$ cat config.mk
export PLATFORM = sky130hd
export DESIGN_NAME = trng_postproc
export DESIGN_NICKNAME = d
export VERILOG_FILES = /design/src/rtl/trng_postproc.sv
export SDC_FILE = /design/constraint.sdc
export NUM_CORES = 1
export LEC_CHECK = 0
export CAP_MARGIN = 20
export CORE_MARGIN = 1
export CORE_UTILIZATION = 56
export DETAILED_ROUTE_END_ITERATION = 12
export GPL_TIMING_DRIVEN = 0
export PLACE_DENSITY = 0.83
export SLEW_MARGIN = 20
export SYNTH_ARGS = -nofsm -noshare
export SYNTH_HDL_FRONTEND = slang
export SYNTH_SLANG_ARGS = --single-unit
$ cat constraint.sdc
create_clock -name clock -period 2.12 [get_ports clock]
set_input_delay 0.53 -clock clock [delete_from_list [all_inputs] [get_ports clock]]
set_output_delay 0.53 -clock clock [all_outputs]
set_load 0.02 [all_outputs]
$ cat src/rtl/trng_postproc.sv
// trng_postproc: von Neumann debiaser + LSB-first word packer with valid/ready output
// and a sticky repetition-count health test on the raw stream.
module trng_postproc #(
  parameter int WORD_WIDTH = 8,
  parameter int REP_LIMIT  = 32
) (
  input  logic                  clock,
  input  logic                  reset,
  input  logic                  enable,
  input  logic                  raw_bit,
  output logic [WORD_WIDTH-1:0] data_out,
  output logic                  data_valid,
  input  logic                  data_ready,
  output logic                  health_fail
);
  localparam int RW = $clog2(REP_LIMIT + 1);
  localparam int CW = $clog2(WORD_WIDTH + 1);
  localparam logic [RW-1:0] REP_MAX = RW'(REP_LIMIT);
  localparam logic [CW-1:0] CNT_LAST = CW'(WORD_WIDTH - 1);
  localparam logic [CW-1:0] CNT_FULL = CW'(WORD_WIDTH);

  typedef enum logic {EMPTY, HAVE_FIRST} pair_t;

  pair_t                 pair_q, pair_d;
  logic                  a_q, a_d, prev_q, prev_d;
  logic [RW-1:0]         rep_q, rep_d;
  logic [WORD_WIDTH-1:0] sr_q, sr_d, nsr, dout_q, dout_d;
  logic [CW-1:0]         cnt_q, cnt_d;
  logic                  full_q, full_d, valid_q, valid_d, fail_q, fail_d;
  logic                  emit, slot_free;

  always_comb begin
    pair_d = pair_q;
    a_d = a_q;
    prev_d = prev_q;
    rep_d = rep_q;
    sr_d = sr_q;
    cnt_d = cnt_q;
    full_d = full_q;
    dout_d = dout_q;
    valid_d = valid_q & ~data_ready;
    fail_d = fail_q;
    nsr = {a_q, sr_q[WORD_WIDTH-1:1]};
    emit = enable && pair_q == HAVE_FIRST && a_q != raw_bit;
    slot_free = ~valid_q | data_ready;
    if (!enable) begin
      pair_d = EMPTY;
      rep_d = '0;
    end else begin
      pair_d = pair_q == EMPTY ? HAVE_FIRST : EMPTY;
      a_d = raw_bit;
      prev_d = raw_bit;
      rep_d = (rep_q != '0 && raw_bit == prev_q) ? (rep_q == REP_MAX ? rep_q : rep_q + RW'(1)) : RW'(1);
      fail_d = fail_q | (rep_d == REP_MAX);
    end
    // A failed source freezes the packer; a word already presented can still drain.
    if (!fail_q) begin
      if (full_q) begin
        if (slot_free) begin
          dout_d = sr_q;
          valid_d = 1'b1;
          full_d = 1'b0;
          cnt_d = '0;
        end
      end else if (emit) begin
        sr_d = nsr;
        cnt_d = cnt_q + CW'(1);
        if (cnt_q == CNT_LAST) begin
          cnt_d = slot_free ? '0 : CNT_FULL;
          full_d = ~slot_free;
          dout_d = slot_free ? nsr : dout_q;
          valid_d = slot_free | valid_d;
        end
      end
    end
  end

  always_ff @(posedge clock or posedge reset) begin
    if (reset) begin
      pair_q <= EMPTY;
      a_q <= 1'b0;
      prev_q <= 1'b0;
      rep_q <= '0;
      sr_q <= '0;
      cnt_q <= '0;
      full_q <= 1'b0;
      dout_q <= '0;
      valid_q <= 1'b0;
      fail_q <= 1'b0;
    end else begin
      pair_q <= pair_d;
      a_q <= a_d;
      prev_q <= prev_d;
      rep_q <= rep_d;
      sr_q <= sr_d;
      cnt_q <= cnt_d;
      full_q <= full_d;
      dout_q <= dout_d;
      valid_q <= valid_d;
      fail_q <= fail_d;
    end
  end

  assign data_out = dout_q;
  assign data_valid = valid_q;
  assign health_fail = fail_q;
endmodule

== Word level (Yosys, flattened, before mapping) ==
Index checks and enable logic that the tools add are counted.
Cells by class
  add/sub/neg operators: 2
  equality and inequality tests: 6
  muxes and demuxes: 24
  bitwise logic cells: 9
  reduce and logical (&&, ||, !) cells: 9
Operators by type and width (count)
  2-to-1 mux 8 bit: 5
  2-to-1 mux 4 bit: 5
  2-to-1 mux 6 bit: 3
  == test 6 bit (second input constant): 2
  2-to-1 mux 1 bit: 11
  adder 6 x 1 -> 6 bit (second input constant): 1
  AND reduction 3 bit: 2
  nonzero test 6 bit: 1
  NOT 1 bit: 5
  adder 4 x 1 -> 4 bit (second input constant): 1
  == test 4 x 3 -> 1 bit (second input constant): 1
  AND reduction 4 bit: 1
  nonzero test 2 bit: 2
  logical AND 1 bit: 3
  OR 1 bit: 3
  inequality test 2 x 1 -> 1 bit (second input constant): 1
  bitwise AND 1 bit: 1
  == test 1 bit: 1
  inequality test 1 bit: 1
Word-level totals
  register bits: 31
  bits of input ports: 5
  output and inout port bits: 10

== Longest topological paths before layout ==
  word-level depth: 7
  depth in mapped cells: 6
  mapped depth without buffers: 6

== Least setup slack after synthesis ==
Ideal clock, no wire load.
  path kind: register to register
  from: reg cnt_q[0]
  to: reg dout_q[1] (netlist: data_out[1])
  library setup time: 0.125 ns
  data arrival time: 1.483 ns
  slack: 0.512 ns
  cell stages (with the launch flop): 6
  path buffers: 0
  period minus slack after synthesis: 1.608 ns
  cells stage by stage: dfrtp_1 -> ha_1 -> and3b_1 -> a41oi_2 -> nor2_4 -> mux2_2
On the way
  word-level cells in the longest chain between the ends: 3
RTL lines
  start, declared: line 28  | logic [CW-1:0] cnt_q, cnt_d;
  start signal, assigned: line 96  | cnt_q <= cnt_d;
  == test 4 x 3 -> 1 bit: line 68  | if (cnt_q == CNT_LAST) begin
  nonzero test 2 bit (no line)
  AND reduction 4 bit (no line)
  end signal, assigned: line 98  | dout_q <= dout_d;
  end, declared: line 27  | logic [WORD_WIDTH-1:0] sr_q, sr_d, nsr, dout_q, dout_d;
No other way between the ends.
A chain may end at the register's enable or synchronous reset.

== Worst setup path in the final report ==
  from: reg fail_q (netlist: health_fail)
  to: out health_fail
RTL lines
  start, declared: line 29  | logic full_q, full_d, valid_q, valid_d, fail_q, fail_d;
  start signal, assigned: line 100  | fail_q <= fail_d;
  end, declared: line 14  | output logic health_fail
No word-level cell between the ends.

==> results.cfg <==
[outcome]
status = completed

[worst_setup_path]
reg2reg_to = data_out[7]$_DFFE_PP0P_
cp_data_arrival_time_ns = 1.45
crit_end = health_fail
end_kind = output pin
cp_top_family = buffers and inverters
cp_slowest_stage_delay_ns = 0.65
worstRegToRegCells = 5
crit_buf_inv = 1
r2r_setup_slack_ns = 0.26
start_kind = register
crit_chain = clkdlybuf4s50_1
critPathMaxFanout = 8
worst-path-stages = 1
r2r_start = cnt_q[0]$_DFFE_PP0P_
setup.worst_path.class = register to output pin
critPathLaunch = health_fail$_DFFE_PP0P_
cp_data_required_time_ns = 1.59
cp_slowest_cell = clkdlybuf4s50_1

[drt]
drc = 0
ant_nets = 0
drtIter0Drc = 14
firstDrtPassIters = 4
vias = 1055
post_drt_wl_per_cell_um = 14.97
viasPerCell = 5.765
wl_um = 2740

[global_routing]
use_met3_pct = 8.197
grt_use_total_pct = 22.37
grt_pass1_vias = 1035
grt_busiest_layer = met2
grt_use_met2_pct = 36.55
use_met1_pct = 26.19
grt_pass1_wl_um = 4533
antenna_found_initial = 0
gr-total-overflow = 0
grt_max_degree = 32

[synthesis]
synth_edf_count = 0
yosysTopAreaCell = dfrtp_1
synth-seq-area-share_pct = 49.17
synth_most_common_cell = dfrtp_1
synth_area_leaders = dfrtp_1 (49%), mux2_2 (17%), nand3_1 (2.5%)
synthDominantCellAreaShare_pct = 49.17
avgSynthCellArea_um2 = 11.95
yosysWarnings = 0
syn_inst = 132
synth_common_cells = dfrtp_1 (31), mux2_2 (24), nand3_1 (8)
synth_ff_type = dfrtp_1
yosysUniqueCellTypes = 38
syn_area_um2 = 1578
synth_async_sr_flop_share_pct = 100.0
synth_nets = 140
ys_ff_latch = 31

[cts]
clock_latency_ns = 0.33
cts_tree = built
htreeDepth = 2
numCtsBuffers = 5
clk_pin_slew_ns = 0.10
cts_sinks = 31
cts_buffer_depth = 2
post_cts_resized = 0
cts_root_buf = clkbuf_4
postCtsSetupBuffers = 0
postCtsHoldBufs = 0

[power_and_ir_drop]
leakagePower_uw = 0.0008126
ir_drop_uv = 928.1
p_per_area_nw_per_um2 = 964.5

[sta]
grt_setup_unrepaired = no
maxSlewHeadroom_pct = 57.86
final.min_clock_period_ns = 1.982
fin_setup_tns_ns = 0
finalSetupViolCount = 0
finalHoldViolCount = 0
timing.final.crit_share_pct = 93.50
worst_pin_slew_ns = 0.6311
skew_ns = 0.006734
slew_violations = 0
max_freq_mhz = 504.5

[finish]
finalNetCount = 160
area_growth_pct = 16.10
antenna_cells = 0
post-route-util_pct = 71.35
drive_above_1_share_pct = 26.80

[floorplanning]
dieArea_um2 = 3034
start_util_pct = 61.45
die_y_um = 55.08
die_w_um = 55.08
rows = 18
coreArea_um2 = 2567
io_pins = 15

[worst_hold_path]
hold_path_class = register to register
min_path_cells = 1
hold_start = data_out[2]$_DFFE_PP0P_

[place]
dp_hpwl_um = 1877
finalWeightedCongestion = 0.8613
io_buffers = 13

[job]
cap_viol_max_count = 0
[cell type report]
cell class              instances  area, um^2
clock buffers                   6       51.30
multi-input cells              89       747.0
clock inverters                 2       35.03
well taps                      30       37.54
fillers                       194       735.7
plain buffers                   6       32.53
flip-flops and latches         31       775.7
repair buffers                 13       130.1
inverters                       6       22.52
[how the worst min path moves through the flow]
stage / end
floorplan: sr_q[0]$_DFFE_PP0P_
global placement: data_out[0]$_DFFE_PP0P_
detailed placement: data_out[3]$_DFFE_PP0P_
CTS: pair_q$_DFF_PP0_
global route: sr_q[0]$_DFFE_PP0P_
finish: data_out[2]$_DFFE_PP0P_
[report_power, final]
part           internal [uW]  total [uW]  switching (uW)
logic                    256         460             204
registers                720         822             102
clock network            279         485             207
[cell families after synthesis]
family	synth area share, %
DFF	49.17
and+or+nand+nor	13.72
AOI/OAI and AO/OA	8.407
buffers and inverters	3.489
xor gates and xnor gates	4.363
adders and majority gates	2.379
muxes	18.48
[state kept, by name, indices dropped and copies added (netlist names)]
name,count
sr_q,8
cnt_q,4
health_fail,1
rep_q,6
data_out,8
data_valid,1
pair_q,1
full_q,1
prev_q,1
[layout by cell type, fill, tap and decap left out, types with 2 or more instances in the layout]
cell type	Yosys	final
o21ai_0	6	6
clkbuf_1	2	2
dfrtp_1	31	31
mux2_2	24	24
nor2_1	4	4
buf_2	2	2
nand2_1	4	4
xor2_1	3	3
nor3_1	2	2
a21oi_1	2	2
nand3_1	8	8
clkbuf_4	0	5
nand2b_1	4	4
inv_1	6	5
o31ai_1	3	3
clkdlybuf4s50_1	0	13
ha_1	3	3
nand3b_1	3	3
a31oi_1	2	2
xnor2_1	3	3
[routing by layer]
metal	wire, um	up-vias	share of wire, %
met5	0	-	0
met4	54	0	2.0
met3	116	4	4.2
met2	1280	18	47
met1	1288	518	47
li1	-	515	-
[metrics by stage]
step / instances / hold slack [ns] / total power [uW] / cell area, um^2 / setup slack [ns]
3_3_place_gp: 175 / 0.4679 / 1271 / 1745 / -0.1931
4_1_cts: 183 / 0.5197 / 1788 / 1832 / 0.1187
2_1_floorplan: 132 / 0.4736 / 1135 / 1578 / 0.5124
3_5_place_dp: 175 / 0.4968 / 1299 / 1745 / -0.2150
6_report: 183 / 0.5197 / 1767 / 1832 / 0.1379
5_1_grt: 183 / 0.5281 / 1863 / 1832 / 0.06868
(Power assumes the default switching activity.)
